## src/rtl/botassium_mem_arbiter_if.sv

```systemverilog
// Requester-side and s2 memory-port signal bundle for the botassium memory arbiter.
// The arbiter takes the slave modport. Requesters and the memory take the master modport.
interface botassium_mem_arbiter_if #(
  parameter int NUM_REQ = 4,
  parameter int ADDR_W  = 7,
  parameter int DATA_W  = 32
);
  logic [NUM_REQ-1:0]          req;
  logic [NUM_REQ-1:0]          we;
  logic [NUM_REQ*ADDR_W-1:0]   addr;
  logic [NUM_REQ*DATA_W-1:0]   wdata;
  logic [NUM_REQ*DATA_W/8-1:0] be;
  logic [NUM_REQ-1:0]          ack;
  logic [NUM_REQ-1:0]          rvalid;
  logic [DATA_W-1:0]           rdata;
  logic [ADDR_W-1:0]           mem_address;
  logic                        mem_chipselect;
  logic                        mem_clken;
  logic                        mem_write;
  logic [DATA_W-1:0]           mem_writedata;
  logic [DATA_W/8-1:0]         mem_byteenable;
  logic [DATA_W-1:0]           mem_readdata;

  modport master (
    output req, we, addr, wdata, be, mem_readdata,
    input  ack, rvalid, rdata, mem_address, mem_chipselect, mem_clken,
           mem_write, mem_writedata, mem_byteenable
  );

  modport slave (
    input  req, we, addr, wdata, be, mem_readdata,
    output ack, rvalid, rdata, mem_address, mem_chipselect, mem_clken,
           mem_write, mem_writedata, mem_byteenable
  );
endinterface

```

## src/rtl/botassium_mem_arbiter.sv

```systemverilog
// Round-robin arbiter sharing the Nios on-chip memory s2 port between NUM_REQ requesters.
// Read returns are routed back to their owner by a two-stage owner pipeline.
module botassium_mem_arbiter #(
  parameter int NUM_REQ = 4,
  parameter int ADDR_W  = 7,
  parameter int DATA_W  = 32
) (
  input logic                    clk_clk,
  input logic                    reset_reset_n,
  botassium_mem_arbiter_if.slave bus
);
  localparam int BE_W  = DATA_W / 8;
  localparam int PTR_W = (NUM_REQ > 1) ? $clog2(NUM_REQ) : 1;
  localparam logic [PTR_W:0]   NUM_REQ_W = (PTR_W+1)'(NUM_REQ);
  localparam logic [PTR_W-1:0] LAST_REQ  = PTR_W'(NUM_REQ - 1);

  logic [PTR_W-1:0]   r_ptr;
  logic [NUM_REQ-1:0] r_stage1_owner;
  logic [NUM_REQ-1:0] r_stage2_owner;
  logic [NUM_REQ-1:0] r_rvalid;
  logic [DATA_W-1:0]  r_rdata;
  logic [ADDR_W-1:0]  r_mem_address;
  logic               r_mem_chipselect;
  logic               r_mem_clken;
  logic               r_mem_write;
  logic [DATA_W-1:0]  r_mem_writedata;
  logic [BE_W-1:0]    r_mem_byteenable;

  logic               w_grant;
  logic [PTR_W-1:0]   w_winner;
  logic [PTR_W-1:0]   w_ptr_next;
  logic [NUM_REQ-1:0] w_ack;
  logic [NUM_REQ-1:0] w_rd_owner;

  // Rotating-priority search: first set req at or after r_ptr, wrapping at NUM_REQ-1
  always_comb begin
    logic [PTR_W:0]   v_sum;
    logic [PTR_W:0]   v_mod;
    logic [PTR_W-1:0] v_idx;
    w_grant  = 1'b0;
    w_winner = '0;
    v_sum    = '0;
    v_mod    = '0;
    v_idx    = '0;
    for (int k = 0; k < NUM_REQ; k++) begin
      v_sum    = {1'b0, r_ptr} + (PTR_W+1)'(k);
      v_mod    = (v_sum >= NUM_REQ_W) ? (v_sum - NUM_REQ_W) : v_sum;
      v_idx    = v_mod[PTR_W-1:0];
      w_winner = (!w_grant && bus.req[v_idx]) ? v_idx : w_winner;
      w_grant  = w_grant | bus.req[v_idx];
    end
  end

  // One-hot grant (suppressed in reset), read-owner tag and next pointer
  always_comb begin
    w_ack      = '0;
    w_rd_owner = '0;
    w_ptr_next = (w_winner == LAST_REQ) ? '0 : (w_winner + PTR_W'(1));
    if (w_grant && reset_reset_n) begin
      w_ack[w_winner] = 1'b1;
    end else begin
      w_ack = '0;
    end
    w_rd_owner = bus.we[w_winner] ? '0 : w_ack;
  end

  // Issue stage, owner pipeline and read-return stage; no stall path exists
  always_ff @(posedge clk_clk) begin
    if (!reset_reset_n) begin
      r_ptr            <= '0;
      r_stage1_owner   <= '0;
      r_stage2_owner   <= '0;
      r_rvalid         <= '0;
      r_rdata          <= '0;
      r_mem_address    <= '0;
      r_mem_chipselect <= 1'b0;
      r_mem_clken      <= 1'b0;
      r_mem_write      <= 1'b0;
      r_mem_writedata  <= '0;
      r_mem_byteenable <= '0;
    end else begin
      r_mem_clken      <= 1'b1;
      r_mem_chipselect <= w_grant;
      r_mem_write      <= w_grant & bus.we[w_winner];
      if (w_grant) begin
        r_ptr            <= w_ptr_next;
        r_mem_address    <= bus.addr[int'(w_winner)*ADDR_W +: ADDR_W];
        r_mem_writedata  <= bus.wdata[int'(w_winner)*DATA_W +: DATA_W];
        r_mem_byteenable <= bus.be[int'(w_winner)*BE_W +: BE_W];
      end
      r_stage1_owner <= w_rd_owner;
      r_stage2_owner <= r_stage1_owner;
      r_rvalid       <= r_stage2_owner;
      r_rdata        <= bus.mem_readdata;
    end
  end

  assign bus.ack            = w_ack;
  assign bus.rvalid         = r_rvalid;
  assign bus.rdata          = r_rdata;
  assign bus.mem_address    = r_mem_address;
  assign bus.mem_chipselect = r_mem_chipselect;
  assign bus.mem_clken      = r_mem_clken;
  assign bus.mem_write      = r_mem_write;
  assign bus.mem_writedata  = r_mem_writedata;
  assign bus.mem_byteenable = r_mem_byteenable;
endmodule

```

## src/flat_wrapper.sv

```systemverilog
// flat-port wrapper written by rule: the top's interface ports become plain ports
module botassium_mem_arbiter_flat 
#(
  parameter int NUM_REQ = 4,
  parameter int ADDR_W  = 7,
  parameter int DATA_W  = 32
)
  (clk_clk, reset_reset_n, bus_req, bus_we, bus_addr, bus_wdata, bus_be, bus_mem_readdata, bus_ack, bus_rvalid, bus_rdata, bus_mem_address, bus_mem_chipselect, bus_mem_clken, bus_mem_write, bus_mem_writedata, bus_mem_byteenable);
  botassium_mem_arbiter_if #(.NUM_REQ(NUM_REQ), .ADDR_W(ADDR_W), .DATA_W(DATA_W)) bus_i ();
  input logic clk_clk;
  input logic reset_reset_n;
  input wire logic [$bits(bus_i.req)-1:0] bus_req;
  input wire logic [$bits(bus_i.we)-1:0] bus_we;
  input wire logic [$bits(bus_i.addr)-1:0] bus_addr;
  input wire logic [$bits(bus_i.wdata)-1:0] bus_wdata;
  input wire logic [$bits(bus_i.be)-1:0] bus_be;
  input wire logic [$bits(bus_i.mem_readdata)-1:0] bus_mem_readdata;
  output wire logic [$bits(bus_i.ack)-1:0] bus_ack;
  output wire logic [$bits(bus_i.rvalid)-1:0] bus_rvalid;
  output wire logic [$bits(bus_i.rdata)-1:0] bus_rdata;
  output wire logic [$bits(bus_i.mem_address)-1:0] bus_mem_address;
  output wire logic [$bits(bus_i.mem_chipselect)-1:0] bus_mem_chipselect;
  output wire logic [$bits(bus_i.mem_clken)-1:0] bus_mem_clken;
  output wire logic [$bits(bus_i.mem_write)-1:0] bus_mem_write;
  output wire logic [$bits(bus_i.mem_writedata)-1:0] bus_mem_writedata;
  output wire logic [$bits(bus_i.mem_byteenable)-1:0] bus_mem_byteenable;
  assign bus_i.req = bus_req;
  assign bus_i.we = bus_we;
  assign bus_i.addr = bus_addr;
  assign bus_i.wdata = bus_wdata;
  assign bus_i.be = bus_be;
  assign bus_i.mem_readdata = bus_mem_readdata;
  assign bus_ack = bus_i.ack;
  assign bus_rvalid = bus_i.rvalid;
  assign bus_rdata = bus_i.rdata;
  assign bus_mem_address = bus_i.mem_address;
  assign bus_mem_chipselect = bus_i.mem_chipselect;
  assign bus_mem_clken = bus_i.mem_clken;
  assign bus_mem_write = bus_i.mem_write;
  assign bus_mem_writedata = bus_i.mem_writedata;
  assign bus_mem_byteenable = bus_i.mem_byteenable;
  botassium_mem_arbiter #(.NUM_REQ(NUM_REQ), .ADDR_W(ADDR_W), .DATA_W(DATA_W)) u_core (.clk_clk(clk_clk), .reset_reset_n(reset_reset_n), .bus(bus_i));
endmodule
```

## config.mk

```make
export PLATFORM = sky130hd
export DESIGN_NAME = botassium_mem_arbiter_flat
export DESIGN_NICKNAME = d
export VERILOG_FILES = /design/src/rtl/botassium_mem_arbiter_if.sv /design/src/rtl/botassium_mem_arbiter.sv /design/src/flat_wrapper.sv
export SDC_FILE = /design/constraint.sdc
export NUM_CORES = 1
export LEC_CHECK = 0
export BUFFER_PORTS_ARGS = -buffer_cell sky130_fd_sc_hd__buf_4
export CAP_MARGIN = 20
export CORE_AREA = 2 2 117 119
export CTS_CLUSTER_SIZE = 14
export DETAILED_ROUTE_END_ITERATION = 8
export DIE_AREA = 0 0 119 121
export HOLD_SLACK_MARGIN = 0.1
export PLACE_DENSITY = 0.66
export REMOVE_ABC_BUFFERS = 1
export SLEW_MARGIN = 5
export SYNTH_ARGS = -nofsm -noshare
export SYNTH_HDL_FRONTEND = slang
export SYNTH_SLANG_ARGS = --single-unit
```

## constraint.sdc

```tcl
create_clock -name clk_clk -period 5 [get_ports clk_clk]
set_input_delay 0.5 -clock clk_clk [delete_from_list [all_inputs] [get_ports clk_clk]]
set_output_delay 0.5 -clock clk_clk [all_outputs]
set_load 0.01 [all_outputs]
```

# --- Yosys cells after proc, flatten, opt, wreduce, memory -nomap -nowiden ---
# Index checks and enable logic that the tools add are counted.
# Widths: inputs -> output; s select.
totals:
  mem_bits_ro: 0
  ram_bits: 0
  latchBits: 0
  memories: 0
  word_cells: 71
  regBits: 92
  out_inout_bits: 86
op_classes:
  eq_ne: 1
  add_sub_neg: 8
  div: 0
  n_reduce_logical: 9
  bitwise_logic: 5
  order_cmp: 10
  muxes: 23
  mul: 1
  shifts: 3
op_table:
  columns: ["operator", "n"]
  rows:
  - ["$shiftx 128x8->32", 1]
  - ["$shiftx 28x32->7", 1]
  - ["$mux 2", 9]
  - ["$shiftx 16x5->4", 1]
  - ["$lt 2x3->1 const B", 5]
  - ["$bmux 1 s2", 5]
  - ["$ge 3x3->1 const B", 3]
  - ["$sub 2x1->2 const B", 4]
  - ["$mux 1", 7]
  - ["$add 2x2->3 const B", 2]
  - ["$logic_and 1x1->1", 5]
  - ["$mul 2x3->5 const B", 1]
  - ["$mux 4", 1]
  - ["$add 2x1->3 const B", 1]
  - ["$ge 2x3->1 const B", 1]
  - ["$logic_not 1->1", 3]
  - ["$or 1x1->1", 3]
  - ["$add 2x1->2 const B", 1]
  - ["$demux 1 s2", 1]
  - ["$eq 2x2->1 const B", 1]
  - ["$ge 2x1->1 const B", 1]
  - ["$reduce_or 2->1", 1]
  - ["$and 1x1->1", 1]
  - ["$not 1->1", 1]

# --- Longest topological paths before layout ---
# Gate-level depths: netlist of the first run.
depth:
  depth_word: 15
  mapped_depth: 8
  ltp_nobuf: 7

# --- Least setup slack after synthesis of the first run ---
# OpenSTA, ideal clock, no wires.
synth_path:
  path_kind: "input port to output port"
  from: "in bus_req[2]"
  to: "out bus_ack[1]"
  path_slack_ns: 2.702
  path_stages: 6
  n_path_buf: 1
  required_ns: 4.500
  arrival_time_ns: 1.798
  path_cell_list: "nor2b_1 > a21o_1 > a211oi_2 > clkbuf_1 > ha_1 > and3_1"
synth_via:
  elab_chain_len: 12
synth_lines:
  columns: ["element", "line", "rtl"]
  rows:
  - ["start, declared", "flat_wrapper.sv:12", "input wire logic [$bits(bus_i.req)-1:0] bus_req;"]
  - ["$bmux 1 s2", "botassium_mem_arbiter.sv:49, botassium_mem_arbiter.sv:50", null]
  - ["$mux 1 (implied by the code)", "botassium_mem_arbiter.sv:49, botassium_mem_arbiter.sv:50", null]
  - ["$logic_not 1->1 or $or 1x1->1 (tied branches)", "botassium_mem_arbiter.sv:49, botassium_mem_arbiter.sv:50", null]
  - ["$logic_and 1x1->1 (tied with other cells)", "botassium_mem_arbiter.sv:49", "w_winner = (!w_grant && bus.req[v_idx]) ? v_idx : w_winner;"]
  - ["$mux 2 (tied with other cells)", "botassium_mem_arbiter.sv:49", null]
  - ["$mux 2 or $logic_and 1x1->1 (tied branches)", "botassium_mem_arbiter.sv:49", null]
  - ["$mux 2", "botassium_mem_arbiter.sv:49", null]
  - ["$lt 2x3->1 (implied by the code) or $ge 2x1->1 (tied branches)", "botassium_mem_arbiter.sv:60", "w_ack[w_winner] = 1'b1;"]
  - ["$logic_and 1x1->1 (implied by the code)", "botassium_mem_arbiter.sv:60", null]
  - ["$mux 1 (implied by the code)", "botassium_mem_arbiter.sv:60", null]
  - ["$demux 1 s2", null, null]
  - ["$mux 4 (*)", "botassium_mem_arbiter.sv:59", "if (w_grant && reset_reset_n) begin"]
  - ["end, declared", "flat_wrapper.sv:18", "output wire logic [$bits(bus_i.ack)-1:0] bus_ack;"]
# Mark *: on every way between the ends. The rest lies on a longest branch, timed or not. The select of a mux whose other input is x is not followed.

# --- Worst setup path in the final report of the first run ---
layout_path:
  from: "reg u_core.r_ptr[0]"
  to: "out bus_ack[1]"
layout_via:
  elab_chain_len: 15
layout_lines:
  columns: ["element", "line", "rtl"]
  rows:
  - ["start, declared", "botassium_mem_arbiter.sv:17", "logic [PTR_W-1:0] r_ptr;"]
  - ["start signal, assigned", "botassium_mem_arbiter.sv:86", "r_ptr <= w_ptr_next;"]
  - ["$add 2x1->3", "botassium_mem_arbiter.sv:46", "v_sum = {1'b0, r_ptr} + (PTR_W+1)'(k);"]
  - ["$ge 3x3->1 or $sub 2x1->2 (tied branches)", "botassium_mem_arbiter.sv:47", "v_mod = (v_sum >= NUM_REQ_W) ? (v_sum - NUM_REQ_W) : v_sum;"]
  - ["$mux 2", "botassium_mem_arbiter.sv:47", null]
  - ["$bmux 1 s2", "botassium_mem_arbiter.sv:49, botassium_mem_arbiter.sv:50", null]
  - ["$mux 1 (implied by the code)", "botassium_mem_arbiter.sv:49, botassium_mem_arbiter.sv:50", null]
  - ["$or 1x1->1", "botassium_mem_arbiter.sv:50", "w_grant = w_grant | bus.req[v_idx];"]
  - ["$logic_not 1->1 or $or 1x1->1 (tied branches)", "botassium_mem_arbiter.sv:49, botassium_mem_arbiter.sv:50", null]
  - ["$logic_and 1x1->1 or $logic_not 1->1 (tied branches)", "botassium_mem_arbiter.sv:49", null]
  - ["$mux 2 or $logic_and 1x1->1 (tied branches)", "botassium_mem_arbiter.sv:49", null]
  - ["$mux 2", "botassium_mem_arbiter.sv:49", null]
  - ["$lt 2x3->1 (implied by the code) or $ge 2x1->1 (tied branches)", "botassium_mem_arbiter.sv:60", null]
  - ["$logic_and 1x1->1 (implied by the code)", "botassium_mem_arbiter.sv:60", null]
  - ["$mux 1 (implied by the code)", "botassium_mem_arbiter.sv:60", null]
  - ["$demux 1 s2", null, null]
  - ["$mux 4 (*)", "botassium_mem_arbiter.sv:59", null]
# Marks and branches as above.

==> run summary, run 1 <==
Status: completed
Ys async rst share: 0%
Area occupied by multi-input gates: 2310 um^2
DR vias/cell: 5.02
Crit. End Element: primary output
Setup repair bufs after CTS: 0
Synth Cell Area: 4330 um^2
Max Slew Vio Count: 0
Die extent in y: 121 um
Leakage power: 3.20 nW
Critical Path AT: 2.74 ns
Hold Path Depth: 2
Pre-antenna DRT Iters: 5
Setup slack, reg-to-reg: 2.26 ns
FF-to-FF path depth: 7
Ys flop type: dfxtp_1
Final nets: 973
PortBufs: 299
Ports: 300
Synth area leader: dfxtp_1
Fin cells: 936
Initial antenna violation count: 0
Bufs on Longest Clock Path: 2
Post-synth EDFFs: 0
Remaining DRCs: 0
Netlist cell types: 31
CP max FO: 45
Final wirelength: 15.4 mm
CTS tree: yes
Synth Instances: 483
Setup TNS: 0 ns
Placed cell area: 6670 um^2
Peak VDD IR: 0.193 mV
First-pass GRT wire length: 23.7 mm
Syn avg cell area: 8.97 um^2
GRT Util Overall: 20.7%
Slew headroom: 37.1%
Final min period: 3.24 ns
Congestion Overflow GR: 0
CTS clk-pin slew, worst paths: 0.06 ns
Critical Path RT: 4.50 ns
Num Clock Sinks: 92
Hold WC Path Type: input port to flip-flop
Startpoint types: flip-flop
Dpl cells: 918
Routability congestion estimate: 0.798
Vias post-DR: 4702
Dpl hpwl: 11.2 mm
Post-synth top area share: 42.5%
Num CTS Buffers: 9
Flip-flop and latch area: 1840 um^2
Sequential element share of the synthesized area: 42.5%
Root Buffer: clkbuf_16
Layout cells sized above 1: 43.4%
Syn. warnings: 0
Worst setup path class: flip-flop to primary output
Floorplan core area: 13100 um^2
RSZ-0062 raised after global routing: false
Pwr per Cell Area: 339 nW/um^2
Most common cell in the netlist: dfxtp_1
Final period util: 64.7%
CTS Hold Bufs: 0
Total Power: 2.37 mW
Drt first-iter violations: 192
Worst Max-Slew Pin Slew: 0.943 ns
Vias in the first global route: 4722
Max-cap violation count: 0
Die Area: 14400 um^2
Final hold violations: 0
Worst Clk Skew: 0.00894 ns
Largest net degree at the start of global routing: 50
CTS H-tree lvls: 3
Synth-to-layout area growth: 61.6%
List of most frequent post-synthesis cells: dfxtp_1, nand2_1, nand3_1, o21ai_0, a211o_1
Clk Latency, worst-skew pair: 0.34 ns
Fmax: 0.309 GHz
Cts repair resizes: 0
Final antenna-violating net count: 0
Starting density of the core: 33.1%
Fillers: 1194
Final instance area: 7000 um^2
Diodes inserted: 0
Yosys reg bits: 92
Routed len/inst: 16.5 um
Top post-synthesis cells by area: dfxtp_1, mux2i_1, a211o_1
# setup viols final: 0
FP Rows: 42
Die width: 119 um
WHS: 0.370 ns
## critical path, stage by stage, from the launching register on
cell and delay (ns):
dfxtp_1 0.33, nor2b_1 0.29, a211oi_4 0.05, buf_4 0.26, nor2_4 0.71, inv_1 0.19
ha_1 0.23, and3_1 0.17, buf_4 0.14
## cell type report
cell class | instances | area share [%]
tap | 176 | 3.15
sequential | 92 | 26.3
inverter | 5 | 0.268
timing repair buffer | 306 | 33.0
multi-input combinational | 341 | 32.9
clock inverter | 6 | 1.02
clock buffer | 10 | 3.27
## cells in the final DEF, fill, tap and decap left out, drive strengths merged
cell type,Yosys,layout
a211o,44,44
a211oi,3,3
a21boi,5,5
a21o,2,2
a21oi,2,2
a221o,1,1
and2,41,41
and3,6,6
buf,16,306
bufinv,0,1
clkbuf,29,10
clkinv,0,1
clkinvlp,0,2
dfxtp,92,92
ha,4,4
inv,5,7
mux2,1,1
mux2i,42,42
nand2,48,48
nand2b,2,2
nand3,45,45
nor2,5,5
nor2b,2,2
nor4,1,1
o211ai,42,42
o21ai,45,45
## path summary, 6_finish.rpt
check                                              start                           end
worst max-delay path                     u_core.r_ptr[0]                    bus_ack[1]
worst min register to register  u_core.r_stage2_owner[3]          u_core.bus.rvalid[3]
worst max register to register           u_core.r_ptr[0]  u_core.bus.mem_byteenable[0]
worst min-delay path                bus_mem_readdata[11]          u_core.bus.rdata[11]
## sequential cells by signal, summed over array words and instances (netlist names)
name and cells:
u_core.r_stage2_owner 4, u_core.bus.mem_chipselect 1, u_core.bus.mem_byteenable 4, u_core.bus.rvalid 4, u_core.bus.mem_writedata 32, u_core.bus.mem_clken 1
u_core.bus.mem_address 7, u_core.bus.mem_write 1, u_core.bus.rdata 32, u_core.r_ptr 2, u_core.r_stage1_owner 4
## cell families (layout without fill, tap and decap cells)
logic type / Yosys count / count (layout) / share of synthesized area, %
AOI/OAI and AO/OA: 144 / 144 / 24.1
adders and majority gates: 4 / 4 / 1.16
buffers and inverters: 50 / 327 / 4.71
DFF: 92 / 92 / 42.5
muxes: 43 / 43 / 9.97
and+or+nand+nor: 150 / 150 / 17.6
## through the flow
| step | utilization (%) | setup slack [ns] |
|---|---|---|
| after detailed placement | 51.0 | 1.71 |
| after global routing | 53.5 | 1.57 |
| final | 53.5 | 1.76 |
| after CTS | 53.3 | 1.69 |
| after floorplan | - | 1.25 |
| after global placement | 51.0 | 1.77 |
## where the power goes
group	internal (mW)	switching [mW]	total, mW	leakage (nW)
clock	0.392	0.296	0.689	0.140
combinational	0.400	0.395	0.795	2.30
sequential	0.833	0.0529	0.886	0.763
## per-layer routing
metal,GRT usage [%],up-vias,wire length (um)
met4,7.37,0,248
met2,37.7,240,7790
li1,-,2287,-
met3,4.46,21,1230
met5,0,-,0
met1,23.8,2154,6140
Note: power is estimated with default switching activity, not from simulation.
==> run 2, diff against run 1 <==
--- a/config.mk
+++ b/config.mk
@@ -7,12 +7,12 @@
 export LEC_CHECK = 0
 export BUFFER_PORTS_ARGS = -buffer_cell sky130_fd_sc_hd__buf_4
 export CAP_MARGIN = 20
-export CORE_AREA = 2 2 117 119
+export CORE_AREA = 2 2 118 120
 export CTS_CLUSTER_SIZE = 14
 export DETAILED_ROUTE_END_ITERATION = 8
-export DIE_AREA = 0 0 119 121
+export DIE_AREA = 0 0 120 122
 export HOLD_SLACK_MARGIN = 0.1
-export PLACE_DENSITY = 0.66
+export PLACE_DENSITY = 0.65
 export REMOVE_ABC_BUFFERS = 1
 export SLEW_MARGIN = 5
 export SYNTH_ARGS = -nofsm -noshare
==> constraint.sdc (replaced) <==
create_clock -name clk_clk -period 3.14 [get_ports clk_clk]
set_input_delay 0.314 -clock clk_clk [delete_from_list [all_inputs] [get_ports clk_clk]]
set_output_delay 0.314 -clock clk_clk [all_outputs]
set_load 0.01 [all_outputs]
==> run 2 against run 1 <==
  * Register-to-register slack worse by 1.3 ns
  * First-iteration DRC count up 89%
  * Wire length up 5.9%
  * Die area up 1.7%
  * Critical path depth down 1
==> run summary, run 2 (synthesis gave the netlist of run 1 again) <==
Dpl cells: 930 (+1.3%)
Status: completed
Commonest non-fill, non-tap cells in the layout: buf_4, dfxtp_1, nand2_1, o21ai_0, nand3_1
Worst setup path class: flip-flop to primary output
CTS tree: yes
Cells along the critical path: nand2_2 > a211oi_4 > nor2_4 > buf_4 > ha_1 > and3_1 > buf_4
Setup repair bufs after CTS: 0 (unchanged)
Pwr per Cell Area: 543 nW/um^2 (+60%)
FP Rows: 43 (+2.4%)
Diodes inserted: 0 (unchanged)
Total Power: 3.82 mW (+61%)
Vias post-DR: 4850 (+3.1%)
Final nets: 979 (+0.62%)
CP max FO: 15 (-67%)
DR vias/cell: 5.13 (+2.1%)
CTS H-tree lvls: 3 (unchanged)
Die width: 120 um (+0.84%)
Slowest stage delay, CP: 0.52 ns (-0.19 ns)
Peak VDD IR: 0.256 mV (+33%)
Ports: 300 (unchanged)
CP Buf/Inv Count: 2 (-1)
Vias in the first global route: 4726 (+0.085%)
GRT Util Overall: 21.3% (+0.64 points)
Layout cells sized above 1: 43.7% (+0.31 points)
Congestion Overflow GR: 0 (unchanged)
CTS clk-pin slew, worst paths: 0.06 ns (about the same)
Floorplan core area: 13500 um^2 (+3.2%)
CTS Hold Bufs: 0 (unchanged)
Routed len/inst: 17.2 um (+4.8%)
Setup slack, reg-to-reg: 0.92 ns (-1.34 ns)
Fillers: 1261 (+5.6%)
PortBufs: 299 (unchanged)
Cell mode on critical path: buf_4
Final hold violations: 0 (unchanged)
Startpoint types: flip-flop
RSZ-0062 raised after global routing: false
Initial antenna violation count: 0 (unchanged)
Drt first-iter violations: 362 (+89%)
Hold WC Path Type: input port to flip-flop
Cts repair resizes: 0 (unchanged)
Slowest CP cell: dfxtp_1
Slew headroom: 55.4% (+18 points)
Bufs on Longest Clock Path: 2 (unchanged)
Routability congestion estimate: 0.896 (+12%)
Fin cells: 946 (+1.1%)
First-pass GRT wire length: 24.2 mm (+2.0%)
CP delay by family, top: flip-flops
Place WS: 0.808 ns (-0.900 ns)
Critical Path AT: 2.16 ns (-0.58 ns)
Num CTS Buffers: 9 (unchanged)
Fmax: 0.405 GHz
Dpl hpwl: 12.1 mm (+7.3%)
Critical Path RT: 2.83 ns (-1.67 ns)
Final period util: 78.6%
# setup viols final: 0 (unchanged)
Root Buffer: clkbuf_16
Die Area: 14600 um^2 (+1.7%)
Largest net degree at the start of global routing: 50 (unchanged)
Pre-antenna DRT Iters: 5 (unchanged)
Final wirelength: 16.3 mm (+5.9%)
Setup ws final: 0.671 ns (-1.09 ns)
Die extent in y: 122 um (+0.83%)
Max Slew Vio Count: 0 (unchanged)
Final antenna-violating net count: 0 (unchanged)
Most common cell after layout, fill and taps aside: buf_4
Worst Clk Skew: 0.00788 ns (-0.00106 ns)
Clk Latency, worst-skew pair: 0.34 ns (about the same)
Num Clock Sinks: 92 (unchanged)
Worst Max-Slew Pin Slew: 0.668 ns (-0.275 ns)
Synth-to-layout area growth: 62.6%
Remaining DRCs: 0 (unchanged)
Starting density of the core: 32.1% (-1.0 points)
Leakage power: 3.23 nW (+0.92%)
Crit. End Element: primary output
Max-cap violation count: 0 (unchanged)
Final min period: 2.47 ns
run 2: changes by cell type in the layout (fill, tap and decap cells not counted), sizes merged:
cell  previous run  this run
buf            306       312
run 2: layout make-up:
| cell class | count | area, um^2 | share of cell area [%] |
|---|---|---|---|
| inverters | 5 | 18.8 | 0.267 |
| well taps | 180 | 225 | 3.20 |
| flip-flops and latches | 92 | 1840 | 26.2 |
| clock buffers | 10 | 239 | 3.39 |
| repair buffers | 312 | 2340 | 33.3 |
| clock inverters | 6 | 71.3 | 1.01 |
| multi-input cells | 341 | 2300 | 32.7 |
run 2: final timing paths:
check,start,end,cells after the start
setup / recovery,u_core.r_ptr[1],bus_ack[2],7
hold / removal,bus_mem_readdata[13],u_core.bus.rdata[13],2
setup reg to reg,u_core.r_ptr[0],u_core.bus.mem_writedata[31],7
hold reg to reg,u_core.r_stage2_owner[0],u_core.bus.rvalid[0],1
run 2: power by group:
group	total, mW	internal, mW	leakage [nW]	switching (mW)
logic	1.28	0.633	2.32	0.652
registers	1.42	1.33	0.763	0.0911
clock network	1.12	0.646	0.146	0.474
total	3.82	2.61	3.23	1.22
run 2: metal layers:
layer / global-route usage (%) / wire length (um) / up-vias
met2: 36.2 / 7830 / 266
met1: 24.2 / 6290 / 2242
li1: - / - / 2302
met4: 12.0 / 656 / 0
met3: 5.81 / 1540 / 40
met5: 0 / 0 / -
run 2: through the flow:
stage | instance area (um^2) | hold WS (ns) | TNS, ns | utilization (%)
after global routing | 7040 | 0.165 | 0 | 52.1
after global placement | 6730 | 0.413 | 0 | 49.8
after detailed placement | 6730 | 0.418 | 0 | 49.8
after CTS | 7040 | 0.162 | 0 | 52.1
after floorplan | 4150 | 0.342 | -18.18 | -
final | 7040 | 0.182 | 0 | 52.1
